### config.mk
export PLATFORM = sky130hd
export DESIGN_NAME = hqm_aw_multi_lifo_control
export DESIGN_NICKNAME = d
export VERILOG_FILES = /design/src/rtl/hqm_aw_multi_lifo_control_pkg.sv /design/src/rtl/hqm_aw_multi_lifo_control_state.sv /design/src/rtl/hqm_aw_multi_lifo_control.sv
export SDC_FILE = /design/constraint.sdc
export NUM_CORES = 1
export LEC_CHECK = 0
export ABC_CLOCK_PERIOD_IN_PS = 7350
export BUFFER_PORTS_ARGS = -buffer_cell sky130_fd_sc_hd__buf_2
export CAP_MARGIN = 25
export CORE_ASPECT_RATIO = 1.1
export CORE_UTILIZATION = 25
export CTS_BUF_LIST = sky130_fd_sc_hd__clkbuf_8
export DETAILED_ROUTE_END_ITERATION = 8
export GPL_TIMING_DRIVEN = 0
export MAX_ROUTING_LAYER = met4
export SYNTH_ARGS = -nofsm -noshare
export SYNTH_HDL_FRONTEND = slang
export SYNTH_SLANG_ARGS = --single-unit
### constraint.sdc
create_clock -name clk -period 7.35 [get_ports clk]
set_clock_uncertainty 0.15 [all_clocks]
set_input_delay 0.735 -clock clk [delete_from_list [all_inputs] [get_ports clk]]
set_output_delay 0.735 -clock clk [all_outputs]
set_load 0.005 [all_outputs]
### src/rtl/hqm_aw_multi_lifo_control_pkg.sv
// Shared types and helpers for the multi-stack LIFO controller.
// Latency: n/a (types and constant functions only).
// Backpressure: n/a.
package hqm_aw_multi_lifo_control_pkg;

    // What the controller does with memory for one accepted command.
    typedef enum logic [1:0] {
        HQM_AW_MLIFO_NOOP,
        HQM_AW_MLIFO_PUSH,
        HQM_AW_MLIFO_POP,
        HQM_AW_MLIFO_BYPASS
    } aw_mlifo_cmd_t;

    // floor(log2(v)), 0 for v <= 1. Used as aw_logb2(N-1)+1 to size a field holding 0..N-1.
    function automatic int aw_logb2(input int v);
        int r;
        r = 0;
        for (int i = 1; i < 31; i++) begin
            if ((v >> i) != 0) r = i;
        end
        return r;
    endfunction

endpackage

### src/rtl/hqm_aw_multi_lifo_control_state.sv
// Per-stack size and flag array; returns the selected stack's size/flags combinationally.
// Latency: updates land one cycle after do_push/do_pop.
// Backpressure: none; guards (do_push/do_pop) are computed by the caller.
// Ports: clk, rst_n, id, do_push, do_pop, cfg_high_wm in; cur_size/cur_full/cur_empty,
//        full/afull/empty vectors and packed status_size out.
module hqm_aw_multi_lifo_control_state
    import hqm_aw_multi_lifo_control_pkg::*;
#(
    parameter int NUM_LIFO  = 4,
    parameter int DEPTH     = 8,
    parameter int IDB2      = 2,
    parameter int DEPTHB2P1 = 4
) (
    input  logic                          clk,
    input  logic                          rst_n,
    input  logic [IDB2-1:0]               id,
    input  logic                          do_push,
    input  logic                          do_pop,
    input  logic [DEPTHB2P1-1:0]          cfg_high_wm,
    output logic [DEPTHB2P1-1:0]          cur_size,
    output logic                          cur_full,
    output logic                          cur_empty,
    output logic [NUM_LIFO-1:0]           full,
    output logic [NUM_LIFO-1:0]           afull,
    output logic [NUM_LIFO-1:0]           empty,
    output logic [NUM_LIFO*DEPTHB2P1-1:0] status_size
);

    logic [DEPTHB2P1-1:0] size_q [NUM_LIFO];
    logic [DEPTHB2P1-1:0] size_nxt;
    logic [IDB2-1:0]      sel;

    // Out-of-range ids never update state; clamp the read index so it stays in bounds.
    assign sel       = (32'(id) < NUM_LIFO) ? id : '0;
    assign cur_size  = size_q[sel];
    assign cur_full  = full[sel];
    assign cur_empty = empty[sel];

    // Push+pop together (bypass) leaves the size where it was.
    always_comb begin
        size_nxt = cur_size;
        if (do_push && !do_pop) size_nxt = cur_size + DEPTHB2P1'(1);
        else if (do_pop && !do_push) size_nxt = cur_size - DEPTHB2P1'(1);
    end

    always_ff @(posedge clk or negedge rst_n) begin
        if (!rst_n) begin
            for (int i = 0; i < NUM_LIFO; i++) size_q[i] <= '0;
            empty <= '1;
            full  <= '0;
            afull <= '0;
        end else if (do_push || do_pop) begin
            size_q[sel] <= size_nxt;
            empty[sel]  <= (size_nxt == '0);
            full[sel]   <= (size_nxt == DEPTHB2P1'(DEPTH));
            afull[sel]  <= (size_nxt >= cfg_high_wm);
        end
    end

    for (genvar g = 0; g < NUM_LIFO; g++) begin : g_size
        assign status_size[g*DEPTHB2P1 +: DEPTHB2P1] = size_q[g];
    end

endmodule

### src/rtl/hqm_aw_multi_lifo_control.sv
// NUM_LIFO LIFO stacks sharing one single-port RAM, addressed {lifo id, stack pointer}.
// Latency: pop data valid exactly one cycle after the pop command (memory or bypass).
// Backpressure: none; every command is accepted, illegal halves are dropped with an error pulse.
// Ports: cmd (lifo_cmd_v/id/push/push_data/pop), pop result (lifo_pop_v/id/data), per-stack
//        flags and sizes, status_idle, RAM side (mem_re/we/addr/wdata/rdata), error pulses.
// Optional: HQM_AW_MULTI_LIFO_PARITY_EN appends even parity to each RAM word and checks it on pop.
module hqm_aw_multi_lifo_control
    import hqm_aw_multi_lifo_control_pkg::*;
#(
    parameter int NUM_LIFO  = 4,
    parameter int DEPTH     = 8,
    parameter int DWIDTH    = 16,
    parameter int IDB2      = aw_logb2(NUM_LIFO - 1) + 1,
    parameter int DEPTHB2   = aw_logb2(DEPTH - 1) + 1,
    parameter int DEPTHB2P1 = DEPTHB2 + 1,
`ifdef HQM_AW_MULTI_LIFO_PARITY_EN
    parameter int MEMW      = DWIDTH + 1
`else
    parameter int MEMW      = DWIDTH
`endif
) (
    input  logic                          clk,
    input  logic                          rst_n,
    input  logic [DEPTHB2P1-1:0]          cfg_high_wm,
    input  logic                          lifo_cmd_v,
    input  logic [IDB2-1:0]               lifo_cmd_id,
    input  logic                          lifo_push,
    input  logic [DWIDTH-1:0]             lifo_push_data,
    input  logic                          lifo_pop,
    output logic                          lifo_pop_v,
    output logic [IDB2-1:0]               lifo_pop_id,
    output logic [DWIDTH-1:0]             lifo_pop_data,
    output logic [NUM_LIFO-1:0]           lifo_full,
    output logic [NUM_LIFO-1:0]           lifo_afull,
    output logic [NUM_LIFO-1:0]           lifo_empty,
    output logic [NUM_LIFO*DEPTHB2P1-1:0] status_size,
    output logic                          status_idle,
    output logic                          mem_re,
    output logic                          mem_we,
    output logic [IDB2+DEPTHB2-1:0]       mem_addr,
    output logic [MEMW-1:0]               mem_wdata,
    input  logic [MEMW-1:0]               mem_rdata,
    output logic                          error_of,
    output logic                          error_uf,
    output logic                          error_id,
    output logic                          error_par
);

    logic [DEPTHB2P1-1:0] cur_size;
    logic [DEPTHB2P1-1:0] size_m1;
    logic                 cur_full;
    logic                 cur_empty;
    logic                 id_ok;
    logic                 cmd_ok;
    logic                 do_push;
    logic                 do_pop;
    aw_mlifo_cmd_t        cmd;

    logic                 pop_v_q;
    logic [IDB2-1:0]      pop_id_q;
    logic                 byp_q;
    logic [DWIDTH-1:0]    byp_data_q;

    assign id_ok     = (32'(lifo_cmd_id) < NUM_LIFO);
    assign cmd_ok    = lifo_cmd_v && id_ok;
    assign do_pop    = cmd_ok && lifo_pop && !cur_empty;
    // A pop in the same cycle frees a slot, so a full stack still accepts push+pop.
    assign do_push   = cmd_ok && lifo_push && (!cur_full || do_pop);
    assign size_m1   = cur_size - DEPTHB2P1'(1);

    always_comb begin
        cmd = HQM_AW_MLIFO_NOOP;
        if (do_push && do_pop)  cmd = HQM_AW_MLIFO_BYPASS;
        else if (do_push)       cmd = HQM_AW_MLIFO_PUSH;
        else if (do_pop)        cmd = HQM_AW_MLIFO_POP;
    end

    assign mem_we   = (cmd == HQM_AW_MLIFO_PUSH);
    assign mem_re   = (cmd == HQM_AW_MLIFO_POP);
    assign mem_addr = {lifo_cmd_id, (cmd == HQM_AW_MLIFO_POP) ? size_m1[DEPTHB2-1:0]
                                                             : cur_size[DEPTHB2-1:0]};
`ifdef HQM_AW_MULTI_LIFO_PARITY_EN
    assign mem_wdata = {^lifo_push_data, lifo_push_data};
    // Stored word XORs to zero when intact; bypassed data never went through the RAM.
    assign error_par = pop_v_q && !byp_q && (^mem_rdata);
`else
    assign mem_wdata = lifo_push_data;
    assign error_par = 1'b0;
`endif

    hqm_aw_multi_lifo_control_state #(
        .NUM_LIFO  (NUM_LIFO),
        .DEPTH     (DEPTH),
        .IDB2      (IDB2),
        .DEPTHB2P1 (DEPTHB2P1)
    ) u_state (
        .clk         (clk),
        .rst_n       (rst_n),
        .id          (lifo_cmd_id),
        .do_push     (do_push),
        .do_pop      (do_pop),
        .cfg_high_wm (cfg_high_wm),
        .cur_size    (cur_size),
        .cur_full    (cur_full),
        .cur_empty   (cur_empty),
        .full        (lifo_full),
        .afull       (lifo_afull),
        .empty       (lifo_empty),
        .status_size (status_size)
    );

    always_ff @(posedge clk or negedge rst_n) begin
        if (!rst_n) begin
            pop_v_q    <= 1'b0;
            pop_id_q   <= '0;
            byp_q      <= 1'b0;
            byp_data_q <= '0;
            error_of   <= 1'b0;
            error_uf   <= 1'b0;
            error_id   <= 1'b0;
        end else begin
            pop_v_q  <= do_pop;
            pop_id_q <= lifo_cmd_id;
            byp_q    <= (cmd == HQM_AW_MLIFO_BYPASS);
            if (cmd == HQM_AW_MLIFO_BYPASS) byp_data_q <= lifo_push_data;
            error_of <= cmd_ok && lifo_push && !do_push;
            error_uf <= cmd_ok && lifo_pop && cur_empty;
            error_id <= lifo_cmd_v && !id_ok;
        end
    end

    // RAM read data arrives the cycle after mem_re, aligned with pop_v_q.
    assign lifo_pop_v    = pop_v_q;
    assign lifo_pop_id   = pop_id_q;
    assign lifo_pop_data = !pop_v_q ? '0 : (byp_q ? byp_data_q : mem_rdata[DWIDTH-1:0]);
    assign status_idle   = !pop_v_q;

endmodule

==> results of run 1 <==
## critical path, cell delays in order
cell and delay (ps):
buf_2 180, mux2_2 420, o22ai_4 290, mux2i_1 280, xnor2_1 230, buf_2 340, inv_1 80, ha_1 270
nand2b_1 150, a21o_1 180, a21o_1 190, a21oi_1 260, o21ai_0 120
## cell families (layout without fill, tap and decap cells)
group           count (synthesis)  in the layout  synth area share [%]
mux                            58             58                  23.4
simple gates                   57             57                  9.38
flops                          50             50                  43.2
buf+inv                        44            166                  9.12
compound gates                 32             32                  10.8
fa+ha+maj                       6              6                  2.58
xor+xnor                        5              5                  1.51
other cells                     1              2                 0.129
## cell type report
class,count,area [µm²]
clock buffer,5,68.8
inverter,10,37.5
multi-input combinational,160,1390
fill,1148,7330
clock inverter,3,28.8
timing repair buffer,114,586
sequential,50,1260
tap,147,184
buffer,34,228
## per-layer routing
layer | vias up | share of wire [%]
li1 | 1119 | -
met1 | 1080 | 45
met2 | 93 | 48
met3 | 6 | 6.1
met4 | 0 | 1.4
met5 | - | 0
## synthesized netlist by cell type (all sizes together), types with 2 or more instances
library cell   n
ha             6
or2            2
mux4           4
nor2          17
nand2         22
dfrtp         46
nand3b         2
o41ai          8
nor3           2
clkbuf         9
o22ai          3
inv            9
dfstp          4
a21oi          2
and3           2
mux2          33
buf           25
mux2i         21
xnor2          4
nand2b         3
o21ai          8
a21o           2
nand3          3
## flip-flops by register name, summed over array words and instances, names as in the netlist, 2 cells and up
| name | cells |
|---|---|
| u_state.empty | 4 |
| lifo_pop_id | 2 |
| u_state.full | 4 |
| byp_data_q | 16 |
| u_state.afull | 4 |
| u_state.status_size | 16 |
## report_power, final
| group | switching, mW | total [mW] | internal [mW] |
|---|---|---|---|
| registers | 0.0685 | 0.457 | 0.388 |
| clock network | 0.103 | 0.174 | 0.0707 |
| logic | 0.281 | 0.543 | 0.262 |
| total | 0.453 | 1.17 | 0.721 |
## path summary, 6_finish.rpt
kind                                         startpoint                           end  slack [ps]  cells past startpoint
min in group clk           u_state.afull[3]$_DFFE_PN0P_  u_state.afull[3]$_DFFE_PN0P_         340                      2
min                                               rst_n     byp_data_q[0]$_DFFE_PN0P_         220                      1
max reg2reg                u_state.empty[0]$_DFFE_PN1P_  u_state.afull[1]$_DFFE_PN0P_        3940                     12
max in group asynchronous                         rst_n  u_state.empty[3]$_DFFE_PN1P_        6230                      2
max                                      lifo_cmd_id[1]  u_state.afull[1]$_DFFE_PN0P_        3670                     13
min reg2reg                u_state.afull[3]$_DFFE_PN0P_  u_state.afull[3]$_DFFE_PN0P_         340                      2
==> metrics.yaml, run 1 <==
p_leak_nw: 1.87
mappedNetlistArea_um2: 2910
cp-start-kind: "primary input"
globalRouteMet3Util_pct: 3.12
slew_headroom_pct: 53.9
hold_class: "in -> async"
power_density_nw_per_um2: 311
maxSlewViolCount: 0
cts_tree: "built"
htreeDepth: 2
tightestPinTransition_ps: 692
first_global_vias: 2202
max_cap_viol_count: 0
core_um2: 11100
crit_fanout: 10
stdcell_count: 523
syn_to_final_growth_pct: 29.9
synth_ff_type: "dfrtp_1"
synth-seq-cells: 50
grt_max_degree: 30
drt-initial-drc-count: 138
setup_viol: 0
ir_worst_vdd_mv: 0.113
vias: 2298
synthArstFlopShare_pct: 100
setup_ws_ps: 3670
seq_area_frac_synth_pct: 43.2
fin_crit_ps: 3680
fin_area_um2: 3780
finalSetupTns_ps: 0
antenna_left: 0
drc_errors: 0
cts_root_buf: "clkbuf_8"
drive_gt1_share_pct: 53.2
fp.dieW_um: 105
clk_pin_slew_ps: 110
synth-edff-count: 0
die_y_um: 115
wirelength_mm: 7.53
wl_per_cell_um: 14.4
fin_crit_sh_pct: 50.1
rsz0062_at_grt: "no"
clk_latency_ps: 320
fmax_ghz: 0.272
first_pass_iters: 4
io_buffers: 113
place_hpwl_mm: 5.91
numClockSinks: 50
cts_buffers: 5
dp_cells: 515
grt_util_all_layers_pct: 13.2
gp_congestion: 0.815
status: "finished clean"
yosysTopAreaCell: "dfrtp_1"
yosysUniqueCellTypes: 49
via_per_inst: 4.39
rows: 40
finalHoldViolations: 0
synth_area_leaders: "dfrtp_1 (40%), mux2_2 (12%), mux2i_1 (7.2%)"
busiest_layer: "met2"
avgSynthCellArea_um2: 11.5
layout_common_cells: "buf_2 (115), dfrtp_1 (46), mux2_2 (32)"
ios: 118
met2_usage_pct: 21.5
final_nets: 424
gr-total-overflow: 0
dieArea_um2: 12100
grtUsageMet1_pct: 16.2
clock_path_buffers: 2
final_common_cell: "buf_2"
start_util_pct: 26.2
n_antenna_cell: 0
required_ps: 7390
p_total_mw: 1.17
synthCells: 253
cp.arrival_ps: 3720
yosys_warnings: 0
hold_ws_ps: 223
cp-end-kind: "flip-flop"
hold_buffers: 0
synth_top_area_share_pct: 39.6
final_util_pct: 34.0
dpl_worst_slack_ps: 3330
cts_resized: 0
post-cts-setup-buffers: 0
path_class: "in -> reg"
antenna_found_initial: 0
grt_pass1_wl_mm: 11.9
postPlaceCellArea_um2: 3680
No activity file was read; power rests on OpenSTA's default activity.
==> run 2, diff against run 1 <==
--- a/config.mk
+++ b/config.mk
@@ -5,7 +5,7 @@
 export SDC_FILE = /design/constraint.sdc
 export NUM_CORES = 1
 export LEC_CHECK = 0
-export ABC_CLOCK_PERIOD_IN_PS = 7350
+export ABC_CLOCK_PERIOD_IN_PS = 3500
 export BUFFER_PORTS_ARGS = -buffer_cell sky130_fd_sc_hd__buf_2
 export CAP_MARGIN = 25
 export CORE_ASPECT_RATIO = 1.1
==> constraint.sdc (replaced) <==
create_clock -name clk -period 3.5 [get_ports clk]
set_clock_uncertainty 0.15 [all_clocks]
set_input_delay 0.35 -clock clk [delete_from_list [all_inputs] [get_ports clk]]
set_output_delay 0.35 -clock clk [all_outputs]
set_load 0.005 [all_outputs]
==> run 2 against run 1 <==
Sequential power is 110% higher. Core utilization is 0.21 points higher. Combinational power rose by 110%. Critical path depth decreased by 1. Critical endpoint unchanged. Global-route usage is essentially flat. First-iteration DRC count decreased by 5.1%. Register-to-register slack worse by 3700 ps. Routed wire length increased by 0.53%.
==> metrics.yaml, run 2 (same netlist as run 1, synthesis figures left out) <==
required_ps: 3540  # was 7390 ps
rows: 40  # unchanged
core_um2: 11100  # unchanged
slowest_delay_ps: 400  # was 420 ps
maxSlewViolCount: 0  # unchanged
r2r-start: "u_state.empty[0]$_DFFE_PN1P_"  # unchanged
p_leak_nw: 1.88  # was 1.87 nW
clk_pin_slew_ps: 110  # about the same
finalHoldViolations: 0  # unchanged
setup_ws_ps: 236  # was 3670 ps
cts_root_buf: "clkbuf_8"  # unchanged
htreeDepth: 2  # unchanged
dieArea_um2: 12100  # unchanged
cp-start-kind: "flip-flop"  # was primary input
place_hpwl_mm: 5.91  # unchanged
hold_class: "in -> reg"  # was in -> async
gp_congestion: 0.815  # unchanged
path_class: "reg -> reg"  # was in -> reg
antenna_left: 0  # unchanged
numClockSinks: 50  # unchanged
critical_path_buf_inv_count: 2  # was 3
cts_tree: "built"  # unchanged
fin_crit_ps: 3260
post-cts-setup-buffers: 0  # unchanged
layout_common_cells: "buf_2 (114), dfrtp_1 (46), mux2_2 (32)"  # was buf_2 (115), dfrtp_1 (46), mux2_2 (32)
fin_crit_sh_pct: 93.3
drt-initial-drc-count: 131  # was 138
dp_cells: 515  # unchanged
cts_buffers: 5  # unchanged
critPathTopFamily: "compound AO/OA/AOI/OAI gates"  # unchanged
vias: 2312  # was 2,298
multi_input_area_um2: 1400  # was 1390 µm²
stdcell_count: 524  # was 523
finalSetupTns_ps: 0  # unchanged
timing.rr.end: "u_state.afull[1]$_DFFE_PN0P_"  # unchanged
hold_path_end: "lifo_pop_id[0]$_DFF_PN0_"
cp.arrival_ps: 3310  # was 3720 ps
first_global_vias: 2217  # was 2,202
power_density_nw_per_um2: 655  # was 311 nW/µm²
fmax_ghz: 0.306
cp_slowest_cell: "dfstp_2"  # was mux2_2
grt_pass1_wl_mm: 12.0  # was 11.9 mm
wl_per_cell_um: 14.5  # was 14.4 µm
dpl_worst_slack_ps: -133  # was 3330 ps
cp_common_cell: "a21o_1"
grt_max_degree: 30  # unchanged
worstHoldStart: "lifo_cmd_id[0]"
worstPathCellList: "mux2_4 > o22ai_4 > mux2i_1 > xnor2_2 > clkbuf_4 > inv_1 > ha_1 > nand2b_1 > a21o_1 > a21o_1 > a21oi_2 > o21ai_0"  # was buf_2 > mux2_2 > o22ai_4 > mux2i_1 > xnor2_1 > buf_2 > inv_1 > ha_1 > nand2b_1 > a21o_1 > a21o_1 > a21oi_1 > o21ai_0
slew_headroom_pct: 53.9  # about the same
grt_util_all_layers_pct: 13.2  # about the same
nFillCells: 1146  # was 1,148
crit_fanout: 10  # unchanged
max_cap_viol_count: 0  # unchanged
syn_to_final_growth_pct: 30.8  # was 29.9%
min_path_cells: 1
final_nets: 425  # was 424
first_pass_iters: 4  # unchanged
r2r.worst_path.cells: 12  # unchanged
clock_path_buffers: 2  # unchanged
final_common_cell: "buf_2"  # unchanged
tightestPinTransition_ps: 692  # about the same
cp-end-kind: "flip-flop"  # unchanged
fp.dieW_um: 105  # unchanged
clk_latency_ps: 320  # about the same
seq_area_um2: 1260  # unchanged
start_util_pct: 26.2  # unchanged
io_buffers: 113  # unchanged
status: "finished clean"  # unchanged
die_y_um: 115  # unchanged
ir_worst_vdd_mv: 0.237  # was 0.113 mV
reg2reg_slack_ps: 240  # was 3940 ps
n_antenna_cell: 0  # unchanged
via_per_inst: 4.41  # was 4.39
antenna_found_initial: 0  # unchanged
rsz0062_at_grt: "no"  # unchanged
drive_gt1_share_pct: 53.6  # was 53.2%
setup_viol: 0  # unchanged
wirelength_mm: 7.57  # was 7.53 mm
drc_errors: 0  # unchanged
gr-total-overflow: 0  # unchanged
ios: 118  # unchanged
## run 2: what timing repair did
| item | in CTS | in global routing |
|---|---|---|
| hold buffers | 1 | 0 |
| endpoints found under the setup margin | 0 | 4 |
| resized for setup | 0 | 4 |
| hold endpoints to repair | 21 | 0 |
## run 2: per-stage QoR
stage	cell area, µm²	power, mW	utilization [%]	hold WS (ps)
6_report	3800	2.49	34.2	26.6
3_5_place_dp	3680	2.13	33.1	208
3_3_place_gp	3660	2.09	33.0	312
4_1_cts	3790	2.51	34.1	9.78
2_1_floorplan	2910	1.68	-	-95.6
5_1_grt	3800	2.68	34.2	12.5
## run 2: power by group
part / total (mW) / leakage [nW] / internal [mW] / switching, mW
sequential: 0.960 / 0.612 / 0.815 / 0.144
clock: 0.366 / 0.0502 / 0.148 / 0.217
combinational: 1.16 / 1.22 / 0.565 / 0.600
## run 2: worst reg2reg max path, delay by kind of cell (launching register included)
family          cells  cell delay [ps]
xor+xnor            1              180
fa+ha+maj           1              260
flops               1              400
buf+inv             2              360
simple gates        1              150
mux                 2              630
compound gates      5             1000
## run 2: worst max path at each step
stage,startpoint,end,slack (ps),cells past startpoint
6_report,u_state.empty[0]$_DFFE_PN1P_,u_state.afull[1]$_DFFE_PN0P_,240,12
2_1_floorplan,lifo_cmd_id[0],u_state.afull[3]$_DFFE_PN0P_,480,12
3_5_place_dp,lifo_cmd_id[1],u_state.afull[0]$_DFFE_PN0P_,-130,13
4_1_cts,u_state.empty[0]$_DFFE_PN1P_,u_state.afull[1]$_DFFE_PN0P_,50,12
3_3_place_gp,lifo_cmd_id[1],u_state.afull[2]$_DFFE_PN0P_,-80,13
5_1_grt,u_state.empty[0]$_DFFE_PN1P_,u_state.afull[0]$_DFFE_PN0P_,70,12
## run 2: routing by layer
metal / part of all wire [%] / global-route usage [%]
met1: 45 / 16.2
met2: 48 / 21.6
met3: 6.2 / 3.12
met4: 1.3 / 4.41
met5: 0 / -
## run 2: layout make-up
type / count / share of cell area, %
clock buffer: 5 / 1.81
buffer: 34 / 6.05
inverter: 10 / 0.987
tap: 147 / 4.84
sequential: 50 / 33.0
multi-input combinational: 160 / 36.9
clock inverter: 3 / 0.757
timing repair buffer: 115 / 15.7
==> run 3, diff against run 2 <==
--- a/config.mk
+++ b/config.mk
@@ -5,6 +5,7 @@
 export SDC_FILE = /design/constraint.sdc
 export NUM_CORES = 1
 export LEC_CHECK = 0
+export ABC_AREA = 1
 export ABC_CLOCK_PERIOD_IN_PS = 3500
 export BUFFER_PORTS_ARGS = -buffer_cell sky130_fd_sc_hd__buf_2
 export CAP_MARGIN = 25
==> run 3 against run 2 <==
Cell area increased by 2.8%. Power increased by 0.76%. Setup slack improved by 630 ps. Non-clock buffer count decreased by 4. Core utilization decreased by 0.52 points. Sequential power increased by 4%. First-iteration DRC count increased by 41%. Critical path depth increased by 3. Sequential share of layout area decreased by 0.89 points. Register-to-register slack improved by 630 ps. Largest cell class unchanged.
==> metrics.yaml, run 3 <==
cts_resized: 0  # unchanged
first_global_vias: 2677  # was 2,217
antenna_found_initial: 0  # unchanged
mappedNetlistArea_um2: 3000  # was 2910 µm²
n_antenna_cell: 0  # unchanged
tightestPinTransition_ps: 509  # was 692 ps
clock_path_buffers: 2  # unchanged
first_pass_iters: 4  # unchanged
htreeDepth: 2  # unchanged
dp_cells: 671  # was 515
core_um2: 11600  # was 11,100 µm²
drc_errors: 0  # unchanged
required_ps: 3550  # was 3540 ps
drt-initial-drc-count: 185  # was 131
seq_area_um2: 1260  # unchanged
cts_tree: "built"  # unchanged
fin_crit_ps: 2630  # was 3260 ps
setup_ws_ps: 868  # was 236 ps
synth_most_common_cell: "nand2_1"  # was dfrtp_1
power_density_nw_per_um2: 642  # was 655 nW/µm²
grt_util_all_layers_pct: 13.6  # was 13.2%
drive_gt1_share_pct: 36.2  # was 53.6%
cts_root_buf: "clkbuf_8"  # unchanged
status: "finished clean"  # unchanged
rows: 41  # was 40
via_per_inst: 4.31  # was 4.41
synth_ff_type: "dfrtp_1"  # unchanged
avgSynthCellArea_um2: 7.43  # was 11.5 µm²
layout_common_cells: "nand2_1 (160), buf_2 (116), dfrtp_1 (46)"  # was buf_2 (114), dfrtp_1 (46), mux2_2 (32)
synthCells: 404  # was 253
synth-edff-count: 0  # unchanged
p_total_mw: 2.51  # was 2.49 mW
numClockSinks: 50  # unchanged
seq_area_frac_synth_pct: 41.9  # was 43.2%
slew_headroom_pct: 66.0  # was 53.9%
fmax_ghz: 0.380  # was 0.306 GHz
dpl_worst_slack_ps: 536  # was -133 ps
wl_per_cell_um: 12.0  # was 14.5 µm
start_util_pct: 25.9  # was 26.2%
clk_pin_slew_ps: 90  # was 110 ps
io_buffers: 115  # was 113
crit_fanout: 8  # was 10
synth_top_area_share_pct: 38.3  # was 39.6%
fp.dieW_um: 106  # was 105 µm
syn_to_final_growth_pct: 30.2  # was 30.8%
grt_max_degree: 31  # was 30
stdcell_count: 680  # was 524
place_hpwl_mm: 6.56  # was 5.91 mm
hold_ws_ps: 39.4  # was 26.6 ps
r2r.worst_path.cells: 15  # was 12
max_cap_viol_count: 0  # unchanged
antenna_left: 0  # unchanged
finalHoldViolations: 0  # unchanged
p_leak_nw: 2.28  # was 1.88 nW
maxSlewViolCount: 0  # unchanged
cp-start-kind: "flip-flop"  # unchanged
multi_input_area_um2: 1420  # was 1400 µm²
hold_class: "in -> reg"  # unchanged
rsz0062_at_grt: "no"  # unchanged
yosysUniqueCellTypes: 31  # was 49
final_common_cell: "nand2_1"  # was buf_2
cp-end-kind: "flip-flop"  # unchanged
cts_buffers: 5  # unchanged
gr-total-overflow: 0  # unchanged
die_y_um: 117  # was 115 µm
wirelength_mm: 8.15  # was 7.57 mm
vias: 2930  # was 2,312
path_class: "reg -> reg"  # unchanged
synthArstFlopShare_pct: 100  # unchanged
synth_area_leaders: "dfrtp_1 (38%), nand2_1 (20%), buf_4 (5.3%)"  # was dfrtp_1 (40%), mux2_2 (12%), mux2i_1 (7.2%)
nFillCells: 1231  # was 1,146
finalSetupTns_ps: 0  # unchanged
clk_latency_ps: 300  # was 320 ps
gp_congestion: 0.852  # was 0.815
dieArea_um2: 12400  # was 12,100 µm²
final_nets: 578  # was 425
yosys_warnings: 0  # unchanged
yosysTopAreaCell: "dfrtp_1"  # unchanged
yosys-top-cells-count: "nand2_1 (160), dfrtp_1 (46), nor2_1 (42), o21ai_0 (28), inv_1 (22)"  # was dfrtp_1 (46), mux2_2 (32), nand2_1 (22), mux2i_1 (21), buf_4 (20)
synth-seq-cells: 50  # unchanged
setup_viol: 0  # unchanged
fin_crit_sh_pct: 75.2  # was 93.3%
ir_worst_vdd_mv: 0.340  # was 0.237 mV
grt_pass1_wl_mm: 12.8  # was 12.0 mm
cp.arrival_ps: 2680  # was 3310 ps
ios: 118  # unchanged
min_path_cells: 1  # unchanged
run 3: cell types whose count changed in the layout (fill, tap and decap cells not counted), sizes merged, moves of 4 or more:
cell,before,now
nand2,22,174
mux2,33,0
nor2,17,48
o21ai,8,32
inv,10,33
mux2i,21,0
nand3,3,15
nand4,0,8
o41ai,8,0
clkbuf,15,11
mux4,4,0
xnor2,4,0
run 3: stage by stage:
stage	utilization, %	instance area, µm²
after global placement	32.5	3770
after floorplan	-	3010
after detailed placement	32.7	3790
after global routing	33.7	3910
final	33.7	3910
after CTS	33.7	3910
run 3: where the power goes:
part	total [mW]	switching (mW)	internal (mW)
sequential	1.00	0.176	0.825
clock	0.388	0.188	0.200
combinational	1.12	0.669	0.451
run 3: what timing repair did:
action / in CTS / in global routing
setup buffers: 0 / 0
endpoints found under the hold margin: 20 / 0
hold buffers: 1 / 0
run 3: worst paths after layout:
kind                                                   start                           end  slack [ps]
worst max-delay path            u_state.empty[1]$_DFFE_PN1P_  u_state.afull[0]$_DFFE_PN0P_         870
worst min-delay path                          lifo_cmd_id[0]      lifo_pop_id[0]$_DFF_PN0_          40
worst max register to register  u_state.empty[1]$_DFFE_PN1P_  u_state.afull[0]$_DFFE_PN0P_         870
worst min register to register  u_state.afull[3]$_DFFE_PN0P_  u_state.afull[3]$_DFFE_PN0P_         330
max in group asynchronous                              rst_n  u_state.empty[3]$_DFFE_PN1P_        2160
min in group asynchronous                              rst_n    byp_data_q[12]$_DFFE_PN0P_         430
run 3: cell families (layout without fill, tap and decap cells):
kind of cell,after synthesis,count (layout),share of synthesized area (%)
adder cells (fa/ha/maj),6,6,2.50
flip-flops,50,50,41.9
buffers and inverters,62,187,11.0
other,1,2,0.125
AND/OR/NAND/NOR,247,247,37.9
AO/OA/AOI/OAI,38,38,6.59
run 3: cell type report:
type	count	share of cell area (%)
Buffer	28	5.12
Clock buffer	8	2.82
Inverter	34	3.36
Multi-Input combinational cell	293	36.3
Sequential cell	50	32.1
Tap cell	150	4.80
Timing Repair Buffer	117	15.5
run 3: critical path, cell delays in order, from the launching register on:
cell	delay, ps
dfstp_2	580
nand2_1	60
nand2_1	70
nand2_1	90
nand3_2	140
nand3_4	120
inv_2	140
nand2_1	90
nand2_1	80
nand2_2	80
nand2_4	140
ha_1	280
a21oi_1	150
nand3_1	180
nand2_1	120
nand2_1	60
run 3: metal layers:
layer	vias to the layer above	global-route usage, %	wire [µm]	part of all wire (%)
li1	1488	-	-	-
met5	-	-	0	0
met4	0	3.01	55	0.67
met3	8	2.10	438	5.4
met2	105	24.8	4090	50
met1	1329	15.7	3560	44
